<file path="src/rtl/attn_seq_ctrl.sv">
// Attention score sequencer: loads one query vector, streams key vectors through an external MAC,
// and forwards e^x scores to a credit-flow-controlled master port through a 2-entry FIFO.
module attn_seq_ctrl #(
  parameter int unsigned FEAT    = 4,
  parameter int unsigned NKEYS   = 4,
  parameter int unsigned CREDITS = 2
) (
  input  logic       clk,
  input  logic       rst_n,
  input  logic [7:0] s_data,
  input  logic       s_vld,
  output logic       s_rdy,
  output logic [7:0] dp_a,
  output logic [7:0] dp_b,
  output logic       dp_en,
  output logic       dp_clr,
  input  logic [8:0] dp_ex,
  output logic [7:0] m_data,
  output logic       m_vld,
  output logic       m_last,
  input  logic       m_credit
);

  localparam int unsigned FW = (FEAT > 1) ? $clog2(FEAT) : 1;
  localparam int unsigned KW = (NKEYS > 1) ? $clog2(NKEYS) : 1;
  localparam logic [FW-1:0] FeatLast = FW'(FEAT - 1);
  localparam logic [KW-1:0] KeyLast  = KW'(NKEYS - 1);
  localparam logic [1:0]    CcMax    = 2'(CREDITS);

  localparam logic [1:0] LOADQ = 2'd0;
  localparam logic [1:0] KEY   = 2'd1;
  localparam logic [1:0] DRAIN = 2'd2;

  logic [1:0]    state_q, state_d;
  logic [FW-1:0] qi_q, qi_d;
  logic [FW-1:0] fi_q, fi_d;
  logic [KW-1:0] ki_q, ki_d;
  logic [7:0]    q_mem_q [FEAT];
  logic [7:0]    q_mem_d [FEAT];

  // Score FIFO entries are {last, score}.
  logic [8:0] fifo_q [2];
  logic [8:0] fifo_d [2];
  logic       wr_ptr_q, wr_ptr_d;
  logic       rd_ptr_q, rd_ptr_d;
  logic [1:0] cnt_q, cnt_d;
  logic [1:0] cc_q, cc_d;

  logic       hs, key_hs, push, pop, fifo_full, fifo_empty;
  logic [8:0] head;

  // Outputs are forced quiet while reset is asserted, not just after the first clock.
  assign s_rdy      = rst_n & ((state_q == LOADQ) | (state_q == KEY));
  assign hs         = s_vld & s_rdy;
  assign key_hs     = hs & (state_q == KEY);
  assign fifo_full  = (cnt_q == 2'd2);
  assign fifo_empty = (cnt_q == 2'd0);
  assign push       = (state_q == DRAIN) & ~fifo_full;
  assign m_vld      = rst_n & ~fifo_empty & (cc_q != 2'd0);
  assign pop        = m_vld;
  assign head       = fifo_q[rd_ptr_q];

  assign dp_en  = key_hs;
  assign dp_clr = key_hs & (fi_q == '0);
  assign dp_a   = key_hs ? q_mem_q[fi_q] : 8'h00;
  assign dp_b   = key_hs ? s_data : 8'h00;

  assign m_data = m_vld ? head[7:0] : 8'h00;
  assign m_last = m_vld & head[8];

  always_comb begin
    state_d = state_q;
    qi_d    = qi_q;
    fi_d    = fi_q;
    ki_d    = ki_q;
    q_mem_d = q_mem_q;
    unique case (state_q)
      LOADQ: begin
        if (hs) begin
          q_mem_d[qi_q] = s_data;
          if (qi_q == FeatLast) begin
            qi_d    = '0;
            ki_d    = '0;
            fi_d    = '0;
            state_d = KEY;
          end else begin
            qi_d = qi_q + 1'b1;
          end
        end
      end
      KEY: begin
        if (hs) begin
          if (fi_q == FeatLast) begin
            fi_d    = '0;
            state_d = DRAIN;
          end else begin
            fi_d = fi_q + 1'b1;
          end
        end
      end
      DRAIN: begin
        // Stay here while the FIFO is full; the datapath keeps dp_ex stable meanwhile.
        if (push) begin
          if (ki_q == KeyLast) begin
            qi_d    = '0;
            state_d = LOADQ;
          end else begin
            ki_d    = ki_q + 1'b1;
            state_d = KEY;
          end
        end
      end
      default: state_d = LOADQ;
    endcase
  end

  always_comb begin
    fifo_d   = fifo_q;
    wr_ptr_d = wr_ptr_q ^ push;
    rd_ptr_d = rd_ptr_q ^ pop;
    if (push) begin
      fifo_d[wr_ptr_q] = {(ki_q == KeyLast), dp_ex[7:0]};
    end
    unique case ({push, pop})
      2'b10:   cnt_d = cnt_q + 2'd1;
      2'b01:   cnt_d = cnt_q - 2'd1;
      default: cnt_d = cnt_q;
    endcase
  end

  always_comb begin
    cc_d = cc_q;
    if (pop && !m_credit) begin
      cc_d = cc_q - 2'd1;
    end else if (m_credit && !pop && (cc_q < CcMax)) begin
      cc_d = cc_q + 2'd1;
    end
  end

  always_ff @(posedge clk or negedge rst_n) begin
    if (!rst_n) begin
      state_q  <= LOADQ;
      qi_q     <= '0;
      fi_q     <= '0;
      ki_q     <= '0;
      wr_ptr_q <= 1'b0;
      rd_ptr_q <= 1'b0;
      cnt_q    <= 2'd0;
      cc_q     <= CcMax;
      for (int i = 0; i < FEAT; i++) begin
        q_mem_q[i] <= 8'h00;
      end
      for (int i = 0; i < 2; i++) begin
        fifo_q[i] <= 9'h000;
      end
    end else begin
      state_q  <= state_d;
      qi_q     <= qi_d;
      fi_q     <= fi_d;
      ki_q     <= ki_d;
      wr_ptr_q <= wr_ptr_d;
      rd_ptr_q <= rd_ptr_d;
      cnt_q    <= cnt_d;
      cc_q     <= cc_d;
      q_mem_q  <= q_mem_d;
      fifo_q   <= fifo_d;
    end
  end

endmodule

</file>
<file path="config.mk">
export PLATFORM = sky130hd
export DESIGN_NAME = attn_seq_ctrl
export DESIGN_NICKNAME = d
export VERILOG_FILES = /design/src/rtl/attn_seq_ctrl.sv
export SDC_FILE = /design/constraint.sdc
export NUM_CORES = 1
export LEC_CHECK = 0
export CAP_MARGIN = 0
export CORE_MARGIN = 2
export CORE_UTILIZATION = 40
export CTS_BUF_LIST = sky130_fd_sc_hd__clkbuf_2 sky130_fd_sc_hd__clkbuf_4 sky130_fd_sc_hd__clkbuf_8
export CTS_CLUSTER_DIAMETER = 100
export CTS_CLUSTER_SIZE = 10
export DETAILED_ROUTE_END_ITERATION = 16
export PLACE_DENSITY_LB_ADDON = 0.25
export SLEW_MARGIN = 30
export SYNTH_ARGS = -nofsm -noshare
export SYNTH_HDL_FRONTEND = slang
export SYNTH_SLANG_ARGS = --single-unit
</file>
<file path="constraint.sdc">
create_clock -name clk -period 4.4 [get_ports clk]
set_clock_uncertainty 0.15 [all_clocks]
set_input_delay 0.88 -clock clk [delete_from_list [all_inputs] [get_ports clk]]
set_output_delay 0.88 -clock clk [all_outputs]
set_load 0.1 [all_outputs]
</file>
[Word level (Yosys, flattened, before mapping)]
Cells that the tools add are included.
Widths: inputs -> output; s select.
Word-level totals
  bits in registers: 64
  output and inout port bits: 29
Operators by class
  bitwise logic cells: 17
  reduce and logical (&&, ||, !) cells: 20
  add/subtract/negate cells: 7
  order comparisons: 7
  muxes and demuxes: 38
  equal/unequal tests: 15
Operators with widths (count)
  $mux 8: 6
  $mux 9: 4
  $mux 2: 17
  $bwmux 32: 1
  $bwmux 18: 1
  $bmux 8 s2: 1
  $demux 8 s2: 1
  $pmux 2 s2: 4
  $eq 2x2->1 const B: 6
  $add 2x1->2 const B: 5
  $reduce_and 5->1: 2
  $reduce_bool 2->1: 5
  $demux 9 s1: 1
  $and 1x1->1: 8
  $ne 2x2->1 const B: 4
  $reduce_and 4->1: 2
  $ge 3x3->1 const B: 2
  $logic_not 2->1: 3
  $ne 2x1->1 const B: 3
  $not 2->3: 2
  $pmux 2 s3: 1
  $logic_and 1x1->1: 5
  $eq 2x1->1 const B: 2
  $ge 2x2->1 const B: 2
  other kinds (11): 16

[Longest topological paths before layout]
Gate-level depths: netlist of run 1.
  word-level depth: 9
  mapped depth: 8
  gate-level depth less buffers: 7

[Worst setup path after synthesis of run 1]
No wires, ideal clock.
  path type: input-to-output
  from: input rst_n
  to: output m_data[0]
  required time: 3370 ps
  stages on the path: 4
  slack: 685 ps
  arrival: 2685 ps
  cells stage by stage: o21ai_0 o21bai_1 buf_2 nor2_1
On the way
  cells in the longest elaborated chain, start to end: 3
RTL lines
  start, declared: RTL line 9  | input logic rst_n,
  $and 1x1->1 (2 in a row): RTL line 59  | assign m_vld = rst_n & ~fifo_empty & (cc_q != 2'd0);
  $mux 8: RTL line 68  | assign m_data = m_vld ? head[7:0] : 8'h00;
  end, declared: RTL line 18  | output logic [7:0] m_data,
No other way between the ends.

[Worst setup path in the final report of run 1]
  from: input s_vld
  to: output dp_a[4]
On the way
  cells in the longest elaborated chain, start to end: 3
RTL lines
  start, declared: RTL line 11  | input logic s_vld,
  $and 1x1->1: RTL line 54  | assign hs = s_vld & s_rdy;
  $and 1x1->1: RTL line 55  | assign key_hs = hs & (state_q == KEY);
  $mux 8: RTL line 65  | assign dp_a = key_hs ? q_mem_q[fi_q] : 8'h00;
  end, declared: RTL line 13  | output logic [7:0] dp_a,
No other way between the ends.

==> implementation parameters, run 1 <==
Parameter                              Value

Status
  Status    complete, no violations

Yosys
  Multiplexer share of the synthesized area    26.8%
  Primary FF master, synth    sky130_fd_sc_hd__dfrtp_1
  Fraction of the mapped netlist area in compound gates    4.28%
  Synthesized-area fraction occupied by and/or/nand/nor cells    10.4%
  Number of distinct library cells after synthesis    35
  Number of flip-flops and latches in the synthesized netlist    64
  Total number of yosys warnings    0
  Area of the mapped netlist    3150 um2
  Adder-Cell Fraction of Synth Area    3.97%
  Gate count after technology mapping    246
  XOR/XNOR share of the synthesized area    1.11%
  Main combinational cell family by area after synthesis    multiplexers
  Proportion of register bits with asynchronous set or reset after synthesis    100%
  Seq/Total Area, Yosys    50.8%
  Number of enable-type register cells in the synthesized netlist    0
  Synth Area per Inst    12.8 um2
  Post-synth net total    277

Floorplanning
  I/O pins    50
  Effective utilization at floorplan    41.0%
  Die ar.    8610 um2
  Floorplan row count    32
  Vert. Die Dim    92.8 um
  Core region area    7690 um2
  X dimension of the die    92.8 um

Route
  Length of the first detailed-routing pass in iterations    4
  Count of routing violations after the opening detailed-route iteration    32
  Detail-routed via count per cell    4.98
  Routed len/inst    14.8 um
  Count of nets left with antenna violations after detail routing    0
  WL final    5.95 mm
  Number of remaining DRC errors    0
  Vias    2007

Cells and area
  # diodes    0
  Area growth syn-to-layout    32.8%
  Proportion of layout cells with a drive suffix above 1    37.9%
  Count of nets after finishing    328
  Count of non-filler cells in the finished layout    403

Global route
  Vias in the first global route    2052
  GRT Resource Usage Total    15.2%
  Largest net degree at the start of global routing    45
  Global route overflow    0
  Global-route wire length before repair    10.2 mm
  Initial antenna violation count    0

Power
  Cell-internal power    1460 uW
  Sw Share    38.1%
  Total leakage power    0.00192 uW
  Pwr dens    563 nW/um2
  Worst vdd ir    278 uV
  Clk network pwr share    18.6%
  Switching power    900 uW
  Share of total power in sequential cells    40.4%
  Combinational cell fraction of total power    40.9%

Worst setup path
  Worst-path maximum fanout    21
  Required time of the critical path    3370 ps
  Classification of the worst setup path    input port to primary output
  Signal arrival time at the worst endpoint    2440 ps
  Element type at the critical path end    primary output
  Worst setup SP type    input port

Worst hold path
  Type of the most critical hold path    flop to flop

Clock tree
  Number of sinks on the clock net    64
  Clock buffers created by TritonCTS    9
  Hold Buf Count CTS    0
  Cts repair resizes    0
  Htree depth    3
  TritonCTS clock tree    done
  Cell at the root of the clock tree    sky130_fd_sc_hd__clkbuf_8
  # Post-CTS Setup Buffers    0
  Largest buffer count on any clock path    2
  Latest clock arrival within the worst-skew pair    330 ps
  Clock-pin transition on the worst setup and hold timing paths    70 ps

Job
  Max cap viols    0

STA
  Setup repair after global routing missed its margin    false
  Max-slew violation count    0
  Part of the cycle the worst path needs    78.9%
  Setup TNS Final    0 ps
  Worst Tran Pin Value    658 ps
  Max Clk Rate    0.288 GHz
  Final min period    3470 ps
  Number of failing setup endpoints in the final timing report    0
  Minimum hold slack    352 ps
  Worst-case headroom to the max-slew limit    56.1%
  Final count of hold timing violations    0

Place
  Cell Count Post-Placement    388
  Gpl congestion    0.693
  HPWL after DPL    4.12 mm
  Count of port buffers added during placement    48
-- Yosys cell counts, drive strengths merged, types with 2 or more instances --
master | count | share of area [%]
a21oi | 8 | 1.3
a22o | 2 | 0.56
and2 | 18 | 3.6
buf | 6 | 0.99
clkbuf | 5 | 0.60
dfrtp | 63 | 50
ha | 10 | 4.0
inv | 9 | 1.1
mux2 | 51 | 18
mux2i | 9 | 2.9
mux4 | 8 | 5.7
nand2 | 9 | 1.5
nand3 | 3 | 0.48
nor2 | 14 | 1.7
nor2b | 3 | 0.60
nor3 | 2 | 0.67
nor3b | 3 | 0.71
o21ai | 8 | 1.3
o22ai | 2 | 0.40
xnor2 | 3 | 0.83
-- cell type report --
type	instances	area, um2
Tap cell	102	128
Multi-Input combinational cell	162	1480
Inverter	9	33.8
Clock buffer	11	151
Clock inverter	4	20.0
Sequential cell	64	1600
Timing Repair Buffer	51	776
Fill cell	663	3500
-- cell families after synthesis --
logic type / after synthesis
muxes: 68
DFF: 64
and+or+nand+nor: 57
AOI/OAI and AO/OA: 23
buffers and inverters: 20
adders and majority gates: 10
xor gates and xnor gates: 4
-- sequential cells by signal (all words and copies together), names as in the netlist --
| register | flops |
|---|---|
| wr_ptr_q | 1 |
| q_mem_q | 32 |
| cnt_q | 2 |
| fifo_q | 18 |
| state_q | 2 |
| qi_q | 2 |
| cc_q | 2 |
| ki_q | 2 |
| fi_q | 2 |
| rd_ptr_q | 1 |
-- power groups by stage --
stage / logic [uW] / registers [uW] / clock network, uW
after global routing: 1030 / 988 / 484
after detailed placement: 974 / 963 / 0
final: 966 / 954 / 440
after global placement: 958 / 954 / 0
after CTS: 977 / 953 / 454
after floorplan: 800 / 862 / 0
-- metal layers --
layer,global-route usage (%),wire length (um),vias up
met2,23.8,2900,25
met1,20.7,2790,1007
met5,0,0,-
li1,-,-,968
met3,3.58,159,7
met4,5.51,100,0
-- placed cells by master, fill, tap and decap left out, types with 2 or more instances in the layout --
cell type,instances
sky130_fd_sc_hd__a21oi_1,8
sky130_fd_sc_hd__a22o_1,2
sky130_fd_sc_hd__and2_1,18
sky130_fd_sc_hd__buf_12,28
sky130_fd_sc_hd__buf_4,4
sky130_fd_sc_hd__clkbuf_8,11
sky130_fd_sc_hd__clkdlybuf4s50_1,18
sky130_fd_sc_hd__clkinv_2,4
sky130_fd_sc_hd__dfrtp_1,63
sky130_fd_sc_hd__ha_1,10
sky130_fd_sc_hd__inv_1,9
sky130_fd_sc_hd__mux2_1,2
sky130_fd_sc_hd__mux2_2,49
sky130_fd_sc_hd__mux2i_1,9
sky130_fd_sc_hd__mux4_2,8
sky130_fd_sc_hd__nand2_1,4
sky130_fd_sc_hd__nand2_2,5
sky130_fd_sc_hd__nand3_1,3
sky130_fd_sc_hd__nor2_1,14
sky130_fd_sc_hd__nor2b_1,3
sky130_fd_sc_hd__nor3b_1,2
sky130_fd_sc_hd__o21ai_0,8
sky130_fd_sc_hd__o22ai_1,2
sky130_fd_sc_hd__xnor2_1,3
-- worst paths after layout --
check / slack [ps] / depth (start not counted) / end / startpoint
min reg2reg: 350 / 1 / q_mem_q[27]$_DFFE_PN0P_ / q_mem_q[27]$_DFFE_PN0P_
max: 930 / 6 / dp_a[4] / s_vld
min in group asynchronous: 420 / 2 / cnt_q[0]$_DFFE_PN0P_ / rst_n
max reg2reg: 2210 / 6 / cnt_q[1]$_DFFE_PN0P_ / cnt_q[0]$_DFFE_PN0P_
min: 350 / 1 / q_mem_q[27]$_DFFE_PN0P_ / q_mem_q[27]$_DFFE_PN0P_
max in group asynchronous: 3200 / 2 / q_mem_q[19]$_DFFE_PN0P_ / rst_n
-- worst max-delay path: stages --
cell	delay, ps
sky130_fd_sc_hd__clkdlybuf4s50_1	520
sky130_fd_sc_hd__nand2_2	160
sky130_fd_sc_hd__nor3b_2	200
sky130_fd_sc_hd__buf_4	270
sky130_fd_sc_hd__and2_1	230
sky130_fd_sc_hd__buf_12	190
-- through the flow --
stage / worst slack (ps) / power [uW] / instance area [um2] / utilization [%]
final: 927 / 2360 / 4190 / 54.5
after CTS: 893 / 2380 / 4180 / 54.4
after detailed placement: 905 / 1940 / 4010 / 52.2
after global placement: 909 / 1910 / 4010 / 52.2
after global routing: 787 / 2500 / 4190 / 54.5
after floorplan: 685 / 1660 / 3150 / -
(Power assumes the default switching activity.)
==> run 2, diff against run 1 <==
==> constraint.sdc (replaced) <==
create_clock -name clk -period 3.25 [get_ports clk]
set_clock_uncertainty 0.15 [all_clocks]
set_input_delay 0.65 -clock clk [delete_from_list [all_inputs] [get_ports clk]]
set_output_delay 0.65 -clock clk [all_outputs]
set_load 0.1 [all_outputs]
==> run 2 against run 1 <==
Power grew 41%. Sequential cell count did not move. Final area is 1.6% higher. Largest cell class unchanged. Via count is 2.1% higher. Worst hold slack got worse by 250 ps. Cell count grew 0.74%. Sequential power increased by 35%.
==> implementation parameters, run 2 (synthesized netlist as in run 1, its figures left out) <==
Parameter                              Value

Status
  Status    complete, no violations

Clock tree
  Hold Buf Count CTS    0
  Number of sinks on the clock net    64
  Latest clock arrival within the worst-skew pair    330 ps
  TritonCTS clock tree    done
  Clock-pin transition on the worst setup and hold timing paths    70 ps
  Clock buffers created by TritonCTS    9
  Htree depth    3
  Cell at the root of the clock tree    sky130_fd_sc_hd__clkbuf_8
  Largest buffer count on any clock path    2
  # Post-CTS Setup Buffers    0
  Cts repair resizes    0

Route
  WL final    6.22 mm
  Length of the first detailed-routing pass in iterations    4
  Number of remaining DRC errors    0
  Count of routing violations after the opening detailed-route iteration    47
  Vias    2049
  Routed len/inst    15.3 um
  Count of nets left with antenna violations after detail routing    0
  Detail-routed via count per cell    5.05

Worst setup path
  Cells along the critical path    clkdlybuf4s50_1, nand2_2, nor3b_2, buf_4, and2_1, buf_12
  Startpoint of the worst register-to-register path    cnt_q[0]$_DFFE_PN0P_
  Signal arrival time at the worst endpoint    2090 ps
  Maximum single-stage delay on the critical path    520 ps
  Terminus of the critical flop-to-flop path    cnt_q[1]$_DFFE_PN0P_
  Classification of the worst setup path    input port to primary output
  Worst setup SP type    input port
  FF-to-FF path depth    7
  R2R setup slack    980 ps
  Element type at the critical path end    primary output
  Crit. Startpoint    s_vld
  Worst-path maximum fanout    21
  Cell with the biggest individual delay on the critical path    sky130_fd_sc_hd__clkdlybuf4s50_1
  Required time of the critical path    2450 ps

Power
  Combinational cell fraction of total power    40.1%
  Share of total power in sequential cells    39.0%
  Cell-internal power    2090 uW
  Pwr dens    779 nW/um2
  Sw Share    37.1%
  Switching power    1230 uW
  Clk network pwr share    21.0%
  Total leakage power    0.00195 uW
  Worst vdd ir    330 uV

Place
  Gpl congestion    0.688
  Count of port buffers added during placement    48
  HPWL after DPL    4.28 mm
  Cell Count Post-Placement    391
  Area after DPL    4050 um2

Cells and area
  Commonest cells after routing, fill and taps aside    sky130_fd_sc_hd__dfrtp_1, sky130_fd_sc_hd__mux2_2, sky130_fd_sc_hd__buf_12, sky130_fd_sc_hd__and2_1, sky130_fd_sc_hd__clkdlybuf4s50_1
  Register area    1600 um2
  Count of non-filler cells in the finished layout    406
  Finished layout cell area    4260 um2
  Filler cell count in the final layout    652
  # diodes    0
  Count of nets after finishing    331
  Number of flip-flops under the largest register name    32
  Largest registers    q_mem_q x32, fifo_q x18
  Area growth syn-to-layout    34.9%
  Biggest register    q_mem_q
  Most frequent standard cell in the layout excluding fill and tap cells    sky130_fd_sc_hd__dfrtp_1
  Proportion of layout cells with a drive suffix above 1    38.5%
  Area of the multi-input gates    1480 um2

Global route
  Largest net degree at the start of global routing    59
  Initial antenna violation count    0
  Global-route wire length before repair    10.8 mm
  Vias in the first global route    2217
  Global route overflow    0
  GRT Resource Usage Total    16.2%

Job
  Max cap viols    0

Floorplanning
  Die ar.    8610 um2
  Floorplan row count    32
  Effective utilization at floorplan    41.0%
  X dimension of the die    92.8 um
  Core region area    7690 um2
  I/O pins    50
  Vert. Die Dim    92.8 um

STA
  Max-slew violation count    0
  Worst Tran Pin Value    734 ps
  Number of failing setup endpoints in the final timing report    0
  Part of the cycle the worst path needs    88.8%
  Worst-case headroom to the max-slew limit    51.1%
  Setup repair after global routing missed its margin    false
  Final min period    2890 ps
  Max Clk Rate    0.346 GHz
  Final count of hold timing violations    0
  Setup TNS Final    0 ps

Worst hold path
  Type of the most critical hold path    input port to asynchronous set/reset pin
-- run 2: changes by cell type in the layout (fill, tap and decap cells not counted), sizes merged --
cell / change
buf: +3
bufinv: +1
clkbuf: +1
clkinv: -2
-- run 2: per-stage QoR --
stage	setup slack (ps)	hold WS, ps	total power, uW	utilization [%]
floorplan	-4.79	204	2250	-
global placement	362	320	2600	52.7
detailed placement	344	329	2640	52.7
CTS	281	89.5	3360	55.3
global route	264	106	3520	55.4
finish	363	106	3320	55.4
-- run 2: how the worst max path moves through the flow --
stage,cells past startpoint,to,slack [ps]
floorplan,4,m_data[0],-5
global placement,6,dp_b[4],360
detailed placement,6,dp_b[4],340
CTS,4,m_vld,280
global route,3,dp_a[7],260
finish,6,dp_b[4],360
-- run 2: worst max-delay path, delay by kind of cell --
kind / cells / cell delay, ps
buffers and inverters: 3 / 960
AND/OR/NAND/NOR: 3 / 460
-- run 2: layout make-up --
class,instances,area share (%)
flip-flops and latches,64,37.7
multi-input cells,162,34.7
clock buffers,12,3.88
well taps,102,3.00
repair buffers,54,19.0
inverters,9,0.794
clock inverters,3,0.941
-- run 2: per-layer routing --
metal / track usage [%] / vias to the layer above / wire length, um
met5: 0 / - / 0
met4: 7.60 / 0 / 114
met3: 3.09 / 12 / 146
met2: 26.0 / 25 / 3130
met1: 21.3 / 1037 / 2830
li1: - / 975 / -
-- run 2: power groups by stage --
stage / registers (uW) / clock network (uW) / logic, uW
after global placement: 1290 / 0 / 1310
final: 1290 / 695 / 1330
after CTS: 1290 / 721 / 1350
after floorplan: 1170 / 0 / 1080
after global routing: 1330 / 765 / 1420
after detailed placement: 1310 / 0 / 1340
